File: src/rtl/cpu_run_monitor_if.sv
// Run-control bus between the DLX top level and cpu_run_monitor.
// The master side issues commands and CPU fetch status; the slave side is the monitor.
interface cpu_run_monitor_if #(
    parameter int unsigned PC_WIDTH  = 32,
    parameter int unsigned CYC_WIDTH = 20,
    parameter int unsigned NUM_BKPT  = 2
);
    logic                         start;
    logic                         resume;
    logic                         step;
    logic [PC_WIDTH-1:0]          pc_lim;
    logic [PC_WIDTH-1:0]          pc_in;
    logic                         pc_valid;
    logic [NUM_BKPT-1:0]          bkpt_en;
    logic [NUM_BKPT*PC_WIDTH-1:0] bkpt_addr;
    logic                         run_en;
    logic                         halted;
    logic [2:0]                   halt_cause;
    logic [2:0]                   bkpt_idx;
    logic [CYC_WIDTH-1:0]         cycle_count;
    logic [CYC_WIDTH-1:0]         retire_count;

    modport master (
        output start, resume, step, pc_lim, pc_in, pc_valid, bkpt_en, bkpt_addr,
        input  run_en, halted, halt_cause, bkpt_idx, cycle_count, retire_count
    );

    modport slave (
        input  start, resume, step, pc_lim, pc_in, pc_valid, bkpt_en, bkpt_addr,
        output run_en, halted, halt_cause, bkpt_idx, cycle_count, retire_count
    );
endinterface

File: src/rtl/cpu_run_monitor.sv
// Run-control block for the pipelined DLX CPU: gates the CPU clock enable and
// halts on PC limit, breakpoints, stalled-PC watchdog or cycle cap, with resume/step.
module cpu_run_monitor #(
    parameter int unsigned PC_WIDTH    = 32,
    parameter int unsigned CYC_WIDTH   = 20,
    parameter int unsigned MAX_CYCLES  = 500000,
    parameter int unsigned NUM_BKPT    = 2,
    parameter int unsigned STALL_LIMIT = 16
) (
    input logic              clk,
    input logic              rst_n,
    cpu_run_monitor_if.slave bus
);
    localparam int unsigned STALL_W = $clog2(STALL_LIMIT + 1);

    localparam logic [2:0] CAUSE_NONE  = 3'd0;
    localparam logic [2:0] CAUSE_LIMIT = 3'd1;
    localparam logic [2:0] CAUSE_BKPT  = 3'd2;
    localparam logic [2:0] CAUSE_STALL = 3'd3;
    localparam logic [2:0] CAUSE_CAP   = 3'd4;
    localparam logic [2:0] CAUSE_STEP  = 3'd5;

    typedef enum logic [1:0] {IDLE, RUN, STEP, HALTED} state_t;

    state_t               state_q, state_d;
    logic                 run_en_q, run_en_d;
    logic                 halted_q, halted_d;
    logic [2:0]           cause_q, cause_d;
    logic [2:0]           idx_q, idx_d;
    logic [CYC_WIDTH-1:0] cyc_q, cyc_d;
    logic [CYC_WIDTH-1:0] ret_q, ret_d;
    logic [PC_WIDTH-1:0]  last_pc_q, last_pc_d;
    logic [STALL_W-1:0]   stall_q, stall_d;
    logic                 mask_q, mask_d;

    logic                 bk_hit;
    logic [2:0]           bk_idx;
    logic                 same_pc;
    logic                 stall_trip;
    logic [STALL_W-1:0]   stall_next;
    logic [CYC_WIDTH-1:0] cyc_inc;
    logic [CYC_WIDTH-1:0] ret_inc;
    logic [2:0]           hit_cause;
    logic                 resumable;

    // Halt condition evaluation for the current run cycle, highest priority first.
    always_comb begin
        bk_hit = 1'b0;
        bk_idx = 3'd0;
        for (int i = int'(NUM_BKPT) - 1; i >= 0; i--) begin
            if (bus.bkpt_en[i] &&
                bus.pc_in == bus.bkpt_addr[i*int'(PC_WIDTH) +: PC_WIDTH]) begin
                bk_hit = 1'b1;
                bk_idx = 3'(i);
            end
        end

        same_pc    = (bus.pc_in == last_pc_q);
        stall_next = same_pc ? stall_q + STALL_W'(1) : '0;
        stall_trip = same_pc && (stall_q == STALL_W'(STALL_LIMIT - 1));

        cyc_inc = (&cyc_q) ? cyc_q : cyc_q + CYC_WIDTH'(1);
        ret_inc = (&ret_q) ? ret_q : ret_q + CYC_WIDTH'(1);

        hit_cause = CAUSE_NONE;
        if (bus.pc_valid) begin
            if (bus.pc_in >= bus.pc_lim)  hit_cause = CAUSE_LIMIT;
            else if (bk_hit && !mask_q)   hit_cause = CAUSE_BKPT;
            else if (stall_trip)          hit_cause = CAUSE_STALL;
        end
        if (hit_cause == CAUSE_NONE && cyc_inc == CYC_WIDTH'(MAX_CYCLES))
            hit_cause = CAUSE_CAP;

        resumable = (cause_q == CAUSE_BKPT) || (cause_q == CAUSE_STALL) ||
                    (cause_q == CAUSE_STEP);
    end

    // Next-state and next-register logic.
    always_comb begin
        state_d   = state_q;
        cause_d   = cause_q;
        idx_d     = idx_q;
        cyc_d     = cyc_q;
        ret_d     = ret_q;
        last_pc_d = last_pc_q;
        stall_d   = stall_q;
        mask_d    = mask_q;

        case (state_q)
            IDLE: begin
                if (bus.start) begin
                    state_d = RUN;
                    cause_d = CAUSE_NONE;
                    idx_d   = 3'd0;
                    cyc_d   = '0;
                    ret_d   = '0;
                    stall_d = '0;
                    mask_d  = 1'b0;
                end
            end
            RUN, STEP: begin
                if (bus.start) begin
                    state_d = RUN;
                    cause_d = CAUSE_NONE;
                    idx_d   = 3'd0;
                    cyc_d   = '0;
                    ret_d   = '0;
                    stall_d = '0;
                    mask_d  = 1'b0;
                end else begin
                    cyc_d  = cyc_inc;
                    mask_d = 1'b0;
                    if (bus.pc_valid) begin
                        ret_d     = ret_inc;
                        last_pc_d = bus.pc_in;
                        stall_d   = stall_next;
                    end
                    if (hit_cause != CAUSE_NONE) begin
                        state_d = HALTED;
                        cause_d = hit_cause;
                        if (hit_cause == CAUSE_BKPT) idx_d = bk_idx;
                    end else if (state_q == STEP) begin
                        state_d = HALTED;
                        cause_d = CAUSE_STEP;
                    end
                end
            end
            HALTED: begin
                if (bus.start) begin
                    state_d = RUN;
                    cause_d = CAUSE_NONE;
                    idx_d   = 3'd0;
                    cyc_d   = '0;
                    ret_d   = '0;
                    stall_d = '0;
                    mask_d  = 1'b0;
                end else if (bus.resume && resumable) begin
                    state_d = RUN;
                    stall_d = '0;
                    mask_d  = 1'b1;
                end else if (bus.step && resumable) begin
                    state_d = STEP;
                    stall_d = '0;
                    mask_d  = 1'b1;
                end
            end
            default: state_d = IDLE;
        endcase

        run_en_d = (state_d == RUN) || (state_d == STEP);
        halted_d = (state_d == HALTED);
    end

    always_ff @(posedge clk or negedge rst_n) begin
        if (!rst_n) begin
            state_q   <= IDLE;
            run_en_q  <= 1'b0;
            halted_q  <= 1'b0;
            cause_q   <= CAUSE_NONE;
            idx_q     <= 3'd0;
            cyc_q     <= '0;
            ret_q     <= '0;
            last_pc_q <= '0;
            stall_q   <= '0;
            mask_q    <= 1'b0;
        end else begin
            state_q   <= state_d;
            run_en_q  <= run_en_d;
            halted_q  <= halted_d;
            cause_q   <= cause_d;
            idx_q     <= idx_d;
            cyc_q     <= cyc_d;
            ret_q     <= ret_d;
            last_pc_q <= last_pc_d;
            stall_q   <= stall_d;
            mask_q    <= mask_d;
        end
    end

    assign bus.run_en       = run_en_q;
    assign bus.halted       = halted_q;
    assign bus.halt_cause   = cause_q;
    assign bus.bkpt_idx     = idx_q;
    assign bus.cycle_count  = cyc_q;
    assign bus.retire_count = ret_q;
endmodule

File: src/flat_wrapper.sv
// flat-port wrapper written by rule: the top's interface ports become plain ports
module cpu_run_monitor_flat 
#(
    parameter int unsigned PC_WIDTH    = 32,
    parameter int unsigned CYC_WIDTH   = 20,
    parameter int unsigned MAX_CYCLES  = 500000,
    parameter int unsigned NUM_BKPT    = 2,
    parameter int unsigned STALL_LIMIT = 16
)
  (clk, rst_n, bus_start, bus_resume, bus_step, bus_pc_lim, bus_pc_in, bus_pc_valid, bus_bkpt_en, bus_bkpt_addr, bus_run_en, bus_halted, bus_halt_cause, bus_bkpt_idx, bus_cycle_count, bus_retire_count);
  cpu_run_monitor_if #(.PC_WIDTH(PC_WIDTH), .CYC_WIDTH(CYC_WIDTH), .NUM_BKPT(NUM_BKPT)) bus_i ();
  input logic clk;
  input logic rst_n;
  input wire logic [$bits(bus_i.start)-1:0] bus_start;
  input wire logic [$bits(bus_i.resume)-1:0] bus_resume;
  input wire logic [$bits(bus_i.step)-1:0] bus_step;
  input wire logic [$bits(bus_i.pc_lim)-1:0] bus_pc_lim;
  input wire logic [$bits(bus_i.pc_in)-1:0] bus_pc_in;
  input wire logic [$bits(bus_i.pc_valid)-1:0] bus_pc_valid;
  input wire logic [$bits(bus_i.bkpt_en)-1:0] bus_bkpt_en;
  input wire logic [$bits(bus_i.bkpt_addr)-1:0] bus_bkpt_addr;
  output wire logic [$bits(bus_i.run_en)-1:0] bus_run_en;
  output wire logic [$bits(bus_i.halted)-1:0] bus_halted;
  output wire logic [$bits(bus_i.halt_cause)-1:0] bus_halt_cause;
  output wire logic [$bits(bus_i.bkpt_idx)-1:0] bus_bkpt_idx;
  output wire logic [$bits(bus_i.cycle_count)-1:0] bus_cycle_count;
  output wire logic [$bits(bus_i.retire_count)-1:0] bus_retire_count;
  assign bus_i.start = bus_start;
  assign bus_i.resume = bus_resume;
  assign bus_i.step = bus_step;
  assign bus_i.pc_lim = bus_pc_lim;
  assign bus_i.pc_in = bus_pc_in;
  assign bus_i.pc_valid = bus_pc_valid;
  assign bus_i.bkpt_en = bus_bkpt_en;
  assign bus_i.bkpt_addr = bus_bkpt_addr;
  assign bus_run_en = bus_i.run_en;
  assign bus_halted = bus_i.halted;
  assign bus_halt_cause = bus_i.halt_cause;
  assign bus_bkpt_idx = bus_i.bkpt_idx;
  assign bus_cycle_count = bus_i.cycle_count;
  assign bus_retire_count = bus_i.retire_count;
  cpu_run_monitor #(.PC_WIDTH(PC_WIDTH), .CYC_WIDTH(CYC_WIDTH), .MAX_CYCLES(MAX_CYCLES), .NUM_BKPT(NUM_BKPT), .STALL_LIMIT(STALL_LIMIT)) u_core (.clk(clk), .rst_n(rst_n), .bus(bus_i));
endmodule
File: config.mk
export PLATFORM = sky130hd
export DESIGN_NAME = cpu_run_monitor_flat
export DESIGN_NICKNAME = d
export VERILOG_FILES = /design/src/rtl/cpu_run_monitor_if.sv /design/src/rtl/cpu_run_monitor.sv /design/src/flat_wrapper.sv
export SDC_FILE = /design/constraint.sdc
export NUM_CORES = 1
export LEC_CHECK = 0
export CORE_ASPECT_RATIO = 1.25
export CORE_MARGIN = 5
export CORE_UTILIZATION = 44
export CTS_CLUSTER_DIAMETER = 50
export DETAILED_ROUTE_END_ITERATION = 7
export PLACE_DENSITY = 0.78
export SYNTH_ARGS = -nofsm -noshare
export SYNTH_HDL_FRONTEND = slang
export SYNTH_SLANG_ARGS = --single-unit
File: constraint.sdc
create_clock -name clk -period 3.4 [get_ports clk]
set_input_delay 0.68 -clock clk [delete_from_list [all_inputs] [get_ports clk]]
set_output_delay 0.68 -clock clk [all_outputs]
set_load 0.01 [all_outputs]
==> run metrics <==
RSZ-0062 raised after global routing false; Crit. End Element flip-flop; flops & latches, synth 86; worst path required time 3.62 ns; Power Density 412 nW/um^2; setup ws final 0.139 ns; TritonCTS Sinks 86; I/O Buffers 181; mux contribution to synthesized area 0.0584; final hold violation count 0; IO Pins 184; Ys Warns 0; r2r endpoint u_core.bus.run_en; Final Skew 0.0108 ns; Finished Layout Cells 1,131; async set-reset flop share out of synthesis 1.00; hold crit path type input port to asynchronous set/reset pin; cell count after synthesis 713; CTS clk-pin slew, worst paths 0.06 ns; Tmin final 3.26 ns; CTS tree done; vias in the first global route 6,617; total gr overflow 0; placer's final routability congestion estimate 0.989; Avg Inst Size Synth 9.11 sq um; Die H 146 um; final net count 1,125; area of the core 14,500 sq um; Max-Slew Margin vs Limit 0.524; Critical Path AT 3.48 ns; maximum vdd ir drop 0.292 mV; critical path class flip-flop to flip-flop; Synth Area in Adders 0.0790; r2r worst-path depth 10; CTS buffer count 9; Mapped Area 6500 sq um; pin count of the biggest net entering global routing 55; Crit. Startpoint u_core.bus.cycle_count[0]; Worst setup SP type flip-flop; Die Area 17,300 sq um; Longest Clk Path Bufs 2; hold buffer count at cts 0; simple-gate share of the synthesized area 0.210; hpwl dp 17,600 um; total negative setup slack 0 ns; n_diodes 0; Synth Area in XOR/XNOR 0.174; reg-to-reg critical path startpoint u_core.bus.cycle_count[0]; largest family of logic cells by synthesized area simple AND/OR/NAND/NOR gates; dpl cells 1,114; FMAX 0.307 GHz; fin util 0.637; DR vias 6,226; Via density 5.50; final setup violation count 0; Top FF cell, synth dfrtp_1; DRT antenna net count 0; count of cell types in the netlist 65; hold_ws 0.398 ns; Iter 0 DRT Violations 404; Root Driver clkbuf_16; DRC 0; first-pass GRT wire length 35,000 um; pre-CTS setup slack -0.451 ns; Tot GR Track Use 0.252; number of enable flip-flop cells after synthesis 0; complex-gate fraction of the synthesized area 0.102; Worst R2R Setup Slack 0.14 ns; detailed-route wire length 21,800 um; Static Leak 3.85 nW; Worst Tran Pin Value 0.714 ns; Rows 49; initial core utilization 0.449; Final Cycle Share 0.959; status finished, final reports clean; Seq/Total Area, Yosys 0.331; clock latency on the worst-skew pair 0.34 ns; H-tree depth 3; Worst setup endpoint u_core.bus.run_en; Initial DRT Pass Iterations 5; CP Max Fanout 8; max_cap viols 0; share of layout cells above drive strength 1 0.134; synthesis-to-finish area growth 41.9%; initial antenna violation count 0; Die Span X 119 um; wire per inst 19.3 um; Final Max Tran Viols 0
-- worst max-delay path: stages, from the launching register on --
cell	delay, ns
dfrtp_1	0.39
ha_1	0.21
and3_1	0.26
a31oi_1	0.22
a31oi_1	0.06
or4_1	0.52
or4b_4	0.56
a2111oi_4	0.39
o41ai_2	0.13
a21oi_1	0.16
ha_1	0.24
-- flip-flops by register name, indices dropped and copies added, names as in the netlist --
signal,count
u_core.bus.bkpt_idx,1
u_core.bus.cycle_count,20
u_core.bus.halt_cause,3
u_core.bus.halted,1
u_core.bus.retire_count,20
u_core.bus.run_en,1
u_core.last_pc_q,32
u_core.mask_q,1
u_core.stall_q,5
u_core.state_q,2
-- synthesized netlist by cell type, drive strengths merged (4+ instances only) --
| cell | instances | share of area |
|---|---|---|
| a211oi | 4 | 0.0046 |
| a21o | 7 | 0.0081 |
| a21oi | 24 | 0.018 |
| a31oi | 5 | 0.0048 |
| and3 | 9 | 0.0087 |
| and4 | 7 | 0.0094 |
| buf | 9 | 0.0089 |
| clkbuf | 15 | 0.0089 |
| dfrtp | 86 | 0.33 |
| ha | 41 | 0.079 |
| inv | 47 | 0.027 |
| mux2 | 31 | 0.054 |
| nand2 | 54 | 0.031 |
| nand3 | 16 | 0.012 |
| nand4 | 42 | 0.044 |
| nor2 | 65 | 0.038 |
| nor3 | 10 | 0.0094 |
| nor4 | 17 | 0.016 |
| o21a | 5 | 0.0058 |
| o21ai | 22 | 0.018 |
| or3 | 6 | 0.0058 |
| or4 | 7 | 0.0081 |
| or4b | 4 | 0.0067 |
| xnor2 | 69 | 0.093 |
| xor2 | 60 | 0.081 |
-- how the worst min path moves through the flow --
| stage | cells past startpoint | to | from |
|---|---|---|---|
| 4_1_cts | 1 | u_core.bus.cycle_count[4] | rst_n |
| 3_5_place_dp | 2 | u_core.stall_q[4] | u_core.stall_q[4] |
| 2_1_floorplan | 0 | u_core.bus.bkpt_idx[0] | rst_n |
| 3_3_place_gp | 1 | u_core.stall_q[3] | u_core.stall_q[3] |
| 6_report | 1 | u_core.bus.cycle_count[5] | rst_n |
| 5_1_grt | 1 | u_core.bus.cycle_count[5] | rst_n |
-- where the power goes --
group | switching, mW | internal (mW)
logic | 0.666 | 0.716
clock network | 0.408 | 0.571
registers | 0.175 | 1.27
-- kinds of logic after synthesis --
kind of cell / after synthesis
AO/OA/AOI/OAI: 96
AND/OR/NAND/NOR: 255
other: 1
multiplexers: 34
XOR/XNOR: 129
buffers and inverters: 71
flip-flops: 86
adder cells (fa/ha/maj): 41
-- layout by cell type, fill, tap and decap left out, types with 8 or more instances in the layout --
| master | instances |
|---|---|
| nand2_1 | 54 |
| clkbuf_16 | 9 |
| xnor2_1 | 69 |
| inv_1 | 47 |
| dfrtp_1 | 86 |
| nand3_1 | 16 |
| clkdlybuf4s50_1 | 179 |
| nor2_1 | 65 |
| ha_1 | 41 |
| xor2_1 | 60 |
| nor4_1 | 17 |
| buf_4 | 67 |
| mux2_2 | 31 |
| and3_1 | 9 |
| o21ai_0 | 20 |
| nor3_1 | 8 |
| nand4_1 | 40 |
| a21oi_1 | 24 |
-- final cells by class --
| class | instances | area, sq um |
|---|---|---|
| Multi-Input combinational cell | 557 | 4080 |
| Fill cell | 1248 | 5250 |
| Clock buffer | 11 | 233 |
| Tap cell | 178 | 223 |
| Sequential cell | 86 | 2150 |
| Clock inverter | 5 | 58.8 |
| Timing Repair Buffer | 247 | 2300 |
| Inverter | 47 | 176 |
-- routing by layer --
layer	vias to the layer above	GRT usage	wire (um)
li1	3004	-	-
met1	2934	0.305	9000
met2	244	0.442	10700
met3	44	0.0564	1390
met4	0	0.0852	657
met5	-	0	0
-- stage by stage --
stage          total power [mW]  instance area, sq um
2_1_floorplan              2.21                  6500
3_3_place_gp               2.79                  8900
3_5_place_dp               2.83                  8900
4_1_cts                    3.83                  9210
5_1_grt                    4.03                  9220
6_report                   3.80                  9220
-- what timing repair did --
| action | CTS | global route |
|---|---|---|
| setup endpoints to repair | 1 | 3 |
| cloned | 0 | 0 |
| pin swaps | 0 | 1 |
| buffers inserted | 1 | 0 |
| resized for setup | 1 | 3 |
Note: power is estimated with default switching activity, not from simulation.
